==> src/rtl/step_ctrl_pkg.sv <==
// Shared types and constants for the step_ctrl clock-enable generator.
package step_ctrl_pkg;

  typedef enum logic [1:0] {
    S_IDLE = 2'd0,
    S_FIRE = 2'd1,
    S_HELD = 2'd2,
    S_RUN  = 2'd3
  } state_e;

  localparam logic [1:0] SPEED_FULL = 2'd3;

  // Autorepeat timing, in debounce ticks of continuous hold.
  localparam int unsigned AR_DELAY_TICKS  = 64;
  localparam int unsigned AR_PERIOD_TICKS = 8;

endpackage

==> src/rtl/btn_debounce.sv <==
// Step-button debouncer: 2-FF synchroniser plus tick-sampled consecutive-disagreement counter.
module btn_debounce #(
  parameter int unsigned DEB_SAMPLES = 4
) (
  input  logic clk,
  input  logic rst,
  input  logic tick,
  input  logic din,
  output logic level
);

  localparam logic [3:0] CNT_TERM = 4'(DEB_SAMPLES);

  logic       din_s1_q, din_s2_q;
  logic [3:0] cnt_q, cnt_d;
  logic       level_q, level_d;

  always_comb begin
    cnt_d   = cnt_q;
    level_d = level_q;
    if (tick) begin
      if (din_s2_q != level_q) begin
        if (cnt_q + 4'd1 == CNT_TERM) begin
          level_d = ~level_q;
          cnt_d   = '0;
        end else begin
          cnt_d = cnt_q + 4'd1;
        end
      end else begin
        cnt_d = '0;
      end
    end
  end

  always_ff @(posedge clk or posedge rst) begin
    if (rst) begin
      din_s1_q <= 1'b0;
      din_s2_q <= 1'b0;
      cnt_q    <= '0;
      level_q  <= 1'b0;
    end else begin
      din_s1_q <= din;
      din_s2_q <= din_s1_q;
      cnt_q    <= cnt_d;
      level_q  <= level_d;
    end
  end

  assign level = level_q;

endmodule

==> src/rtl/step_ctrl.sv <==
// step_ctrl: one-cycle cpu_en strobes for single-step or free-run of the MIPS cores.
// Optional held-button autorepeat is built when STEP_CTRL_AUTOREPEAT_EN is defined.
//
// state  | meaning
// S_IDLE | step mode, waiting for a debounced press
// S_FIRE | issue the single step strobe
// S_HELD | button still down after a strobe, waiting for release
// S_RUN  | periodic strobes at the sw_speed rate
module step_ctrl
  import step_ctrl_pkg::*;
#(
  parameter int unsigned TICK_BIT    = 17,
  parameter int unsigned DEB_SAMPLES = 4,
  parameter int unsigned RUN_BIT     = 20
) (
  input  logic        clk,
  input  logic        rst,
  input  logic [31:0] clkdiv,
  input  logic        btn_step,
  input  logic        sw_run,
  input  logic [1:0]  sw_speed,
  output logic        cpu_en,
  output logic        btn_level,
  output logic [15:0] step_cnt
);

  logic [2:0]  tick_sync_q;
  logic [2:0]  rbit_sync_q;
  logic        run_s1_q, run_s2_q;
  logic [1:0]  spd_s1_q, spd_s2_q;
  logic        run_edge_q;
  logic        lvl_prev_q;
  state_e      state_q, state_d;
  logic        cpu_en_q, cpu_en_d;
  logic [15:0] step_cnt_q;
  logic        tick;
  logic        level;
  logic        run_bit_raw;
  logic        rep_fire;
  logic        unused_clkdiv;

  // Only a few divider bits are consumed; fold the rest away.
  assign unused_clkdiv = ^clkdiv;

  always_comb begin
    case (spd_s2_q)
      2'd0:    run_bit_raw = clkdiv[RUN_BIT];
      2'd1:    run_bit_raw = clkdiv[RUN_BIT+1];
      default: run_bit_raw = clkdiv[RUN_BIT+2];
    endcase
  end

  assign tick = tick_sync_q[1] & ~tick_sync_q[2];

  btn_debounce #(.DEB_SAMPLES(DEB_SAMPLES)) u_deb (
    .clk   (clk),
    .rst   (rst),
    .tick  (tick),
    .din   (btn_step),
    .level (level)
  );

`ifdef STEP_CTRL_AUTOREPEAT_EN
  logic [6:0] hold_cnt_q, hold_cnt_d;

  // Hold counter only runs while parked in S_HELD, so any exit re-arms the delay.
  always_comb begin
    hold_cnt_d = hold_cnt_q;
    rep_fire   = 1'b0;
    if (state_q != S_HELD) begin
      hold_cnt_d = '0;
    end else if (tick) begin
      if (hold_cnt_q == 7'(AR_DELAY_TICKS + AR_PERIOD_TICKS - 1)) begin
        rep_fire   = level;
        hold_cnt_d = 7'(AR_DELAY_TICKS);
      end else begin
        hold_cnt_d = hold_cnt_q + 7'd1;
      end
    end
  end

  always_ff @(posedge clk or posedge rst) begin
    if (rst) hold_cnt_q <= '0;
    else     hold_cnt_q <= hold_cnt_d;
  end
`else
  assign rep_fire = 1'b0;
`endif

  always_comb begin
    state_d  = state_q;
    cpu_en_d = rep_fire;
    unique case (state_q)
      S_IDLE: begin
        if (run_s2_q)                 state_d = S_RUN;
        else if (level && !lvl_prev_q) state_d = S_FIRE;
      end
      S_FIRE: begin
        cpu_en_d = 1'b1;
        state_d  = S_HELD;
      end
      S_HELD: begin
        if (run_s2_q)    state_d = S_RUN;
        else if (!level) state_d = S_IDLE;
      end
      S_RUN: begin
        cpu_en_d = (spd_s2_q == SPEED_FULL) || run_edge_q;
        if (!run_s2_q) state_d = level ? S_HELD : S_IDLE;
      end
      default: state_d = S_IDLE;
    endcase
  end

  always_ff @(posedge clk or posedge rst) begin
    if (rst) begin
      tick_sync_q <= '0;
      rbit_sync_q <= '0;
      run_s1_q    <= 1'b0;
      run_s2_q    <= 1'b0;
      spd_s1_q    <= '0;
      spd_s2_q    <= '0;
      run_edge_q  <= 1'b0;
      lvl_prev_q  <= 1'b0;
      state_q     <= S_IDLE;
      cpu_en_q    <= 1'b0;
      step_cnt_q  <= '0;
    end else begin
      tick_sync_q <= {tick_sync_q[1:0], clkdiv[TICK_BIT]};
      rbit_sync_q <= {rbit_sync_q[1:0], run_bit_raw};
      run_s1_q    <= sw_run;
      run_s2_q    <= run_s1_q;
      spd_s1_q    <= sw_speed;
      spd_s2_q    <= spd_s1_q;
      run_edge_q  <= rbit_sync_q[1] & ~rbit_sync_q[2];
      lvl_prev_q  <= level;
      state_q     <= state_d;
      cpu_en_q    <= cpu_en_d;
      step_cnt_q  <= step_cnt_q + {15'd0, cpu_en_q};
    end
  end

  assign cpu_en    = cpu_en_q;
  assign btn_level = level;
  assign step_cnt  = step_cnt_q;

endmodule
==> config.mk <==
export PLATFORM = sky130hd
export DESIGN_NAME = step_ctrl
export DESIGN_NICKNAME = d
export VERILOG_FILES = /design/src/rtl/step_ctrl_pkg.sv /design/src/rtl/btn_debounce.sv /design/src/rtl/step_ctrl.sv
export SDC_FILE = /design/constraint.sdc
export NUM_CORES = 1
export LEC_CHECK = 0
export ABC_AREA = 0
export CORE_MARGIN = 10
export CORE_UTILIZATION = 46
export CTS_CLUSTER_DIAMETER = 30
export DETAILED_ROUTE_END_ITERATION = 8
export DONT_BUFFER_PORTS = 1
export PLACE_DENSITY_LB_ADDON = 0.25
export SETUP_SLACK_MARGIN = 0.5
export SLEW_MARGIN = 20
export SYNTH_ARGS = -nofsm -noshare
export SYNTH_HDL_FRONTEND = slang
export SYNTH_SLANG_ARGS = --single-unit
==> constraint.sdc <==
create_clock -name clk -period 2.5 [get_ports clk]
set_input_delay 0.375 -clock clk [delete_from_list [all_inputs] [get_ports clk]]
set_output_delay 0.375 -clock clk [all_outputs]
set_load 0.05 [all_outputs]
==> flow_summary_export.csv <==
group,metric,value,unit
clocking,clk_pin_slew_worst_paths,0.11,ns
pwr,p_leak,0.785,nW
drt,dr_wl_met2,1.06,mm
worst_setup_path,r2r_slack,0.73,ns
global_route,grt_remaining_overflow,0,
floorplanning,core,3100,um^2
pwr,power_frac_clock,20.4,%
worst_setup_path,start_kind,"register",
clocking,cts_setup_buffers,0,
drt,wl_met3,291,um
sta,hold_violations,0,
status,status,"finished clean",
logic_synthesis,ys_seq_elements,40,
worst_setup_path,criticalPathCategory,"register to register",
worst_setup_path,end_kind,"register",
clocking,clockBufferDepth,2,
sta,setup_viol,0,
worst_setup_path,required,2.71,ns
clocking,h-tree-depth,2,
placement,place_ws,0.743,ns
sta,finalSetupTns,0,ns
logic_synthesis,synthesis.area,1510,um^2
final_layout,area_growth,11.9,%
logic_synthesis,synthDistinctLibCells,27,
clocking,clock_sinks,40,
logic_synthesis,syn_nets,160,
sta,worst_slack,0.734,ns
drt,via_per_inst,4.90,
sta,tightest_slew,0.614,ns
logic_synthesis,synth_warnings,0,
sta,slew_headroom,59.1,%
sta,min_period,1.77,ns
job,maxCapViolCount,0,
clocking,numCtsBuffers,5,
floorplanning,start_util,48.6,%
logic_synthesis,avgSynthCellArea,12.8,um^2
drt,drcViolationCount,0,
sta,fmax,0.566,GHz
final_layout,nFillCells,283,
final_layout,fin_nets,175,
logic_synthesis,synth_cells,118,
pwr,p_total,0.00159,W
floorplanning,fp.dieW,77.3,um
logic_synthesis,yosysSeqAreaShare,66.3,%
pwr,power.switching,0.000588,W
drt,wl_per_cell,13.5,um
pwr,netSwitchingFraction,36.9,%
drt,num_vias,873,
hold_path,hold_path_class,"input port to async pin",
worst_setup_path,r2r_cells,5,
worst_setup_path,critPathArrivalTime,1.97,ns
pwr,internal-power,0.00100,W
drt,m1WireLength,1.02,mm
drt,ant_nets,0,
sta,fin_crit_sh,70.6,%
sta,finalMaxSlewViolations,0,
final_layout,layout_common_cells,"dfrtp_1, xnor2_1, nor2_1, buf_4, nand2_1",
pwr,p_per_area,942,nW/um^2
global_route,grt_max_degree,41,
floorplanning,dieArea,5970,um^2
clocking,cts_hold_buf,0,
global_route,grt_pass1_vias,894,
pwr,vdd_drop_max,0.369,mV
final_layout,drive_gt1_share,17.2,%
final_layout,multiInputGateArea,485,um^2
global_route,antenna_found_initial,0,
sta,skew,0.00645,ns
worst_setup_path,crit_fanout,5,
sta,hold_ws,0.0318,ns
worst_setup_path,rr_startpoint,"step_cnt[2]$_DFF_PP0_",
global_route,grt_pass1_wl,4.07,mm
final_layout,diodes,0,
logic_synthesis,synthArstFlopShare,100,%
clocking,clk-insertion-delay-late,0.33,ns
clocking,cts_tree,"built",
global_route,track_usage,8.42,%
final_layout,seq_area,1000,um^2
clocking,cts_resized,0,
worst_setup_path,timing.rr.end,"step_cnt[15]$_DFF_PP0_",
placement,port_buffers,0,
sta,grt_setup_unrepaired,"false",
floorplanning,ioPinCount,56,
drt,routed_wl,2.40,mm
floorplanning,rows,20,
placement,hpwlAfterDp,1.80,mm
drt,drt-initial-drc-count,29,
placement,globalplace.congestion,0.742,
clocking,cts_root_buffer,"clkbuf_4",
logic_synthesis,ys.flop_type,"dfrtp_1",
logic_synthesis,synth_edf_count,0,
pwr,p_comb_share,20.8,%
floorplanning,die_h,77.3,um
final_layout,final_common_cell,"dfrtp_1",
drt,first_pass_iters,4,
drt,top_layer,"met4",
final_layout,post-route-util,54.4,%
pwr,seqPwrFrac,58.9,%
-- power groups by stage --
stage	combinational, W	clock (W)	sequential (W)
floorplan	0.000152	0	0.00103
global route	0.000368	0.000364	0.000956
CTS	0.000338	0.000341	0.000941
detailed placement	0.000338	0	0.000954
global placement	0.000325	0	0.000947
finish	0.000330	0.000324	0.000937
-- sequential cells by signal, indices dropped and copies added (netlist names), 2 cells and up --
name	cells
rbit_sync_q	3
spd_s1_q	2
u_deb.cnt_q	4
state_q	2
spd_s2_q	2
tick_sync_q	3
step_cnt	16
-- cells by family after synthesis --
group | share of synthesized area, %
flip-flops | 66.3
multiplexers | 1.41
AO/OA/AOI/OAI | 5.22
AND/OR/NAND/NOR | 13.5
buffers and inverters | 1.49
XOR/XNOR | 8.71
adder cells (fa/ha/maj) | 3.32
-- cell usage after synthesis, types with 2 or more instances --
library cell | count | area (um^2)
a21oi_1 | 2 | 10.0
a31oi_1 | 2 | 12.5
and3_1 | 2 | 12.5
dfrtp_1 | 40 | 1000
ha_1 | 4 | 50.1
inv_1 | 5 | 18.8
nand2_1 | 8 | 30.0
nand2b_1 | 3 | 18.8
nand3_1 | 7 | 35.0
nand4_1 | 4 | 25.0
nor2_1 | 9 | 33.8
o21ai_0 | 4 | 20.0
xnor2_1 | 12 | 105
xor2_1 | 3 | 26.3
-- worst max-delay path by stage --
stage	startpoint	cells after the start	to	slack, ns
after CTS	step_cnt[2]$_DFF_PP0_	5	step_cnt[15]$_DFF_PP0_	0.72
after floorplan	step_cnt[0]$_DFF_PP0_	5	step_cnt[8]$_DFF_PP0_	0.83
after detailed placement	step_cnt[2]$_DFF_PP0_	5	step_cnt[15]$_DFF_PP0_	0.74
after global routing	u_deb.cnt_q[0]$_DFFE_PP0P_	6	u_deb.level$_DFFE_PP0P_	0.67
after global placement	step_cnt[2]$_DFF_PP0_	5	step_cnt[15]$_DFF_PP0_	0.75
final	step_cnt[2]$_DFF_PP0_	5	step_cnt[15]$_DFF_PP0_	0.73
-- routing by layer --
| layer | GRT usage (%) | vias up |
|---|---|---|
| li1 | - | 422 |
| met1 | 9.01 | 417 |
| met4 | 3.83 | 0 |
| met2 | 12.8 | 30 |
| met3 | 5.36 | 4 |
| met5 | 0 | - |
-- metrics by stage --
stage               cell area, um^2  std cells
floorplan                      1510        118
global placement               1630        170
detailed placement             1630        170
CTS                            1690        178
global route                   1690        178
finish                         1690        178
-- critical path, stage by stage, from the launching register on --
cell     delay [ns]
dfrtp_1        0.72
and3_1         0.28
and3_4         0.20
and2_4         0.17
nand4_1        0.11
xnor2_1        0.17
-- cell type report --
type / count / area share [%]
timing repair buffer: 9 / 4.00
sequential: 40 / 59.3
inverter: 5 / 1.11
clock buffer: 6 / 3.04
tap: 44 / 3.26
clock inverter: 2 / 0.593
multi-input combinational: 72 / 28.7
Note: power is estimated with default switching activity, not from simulation.
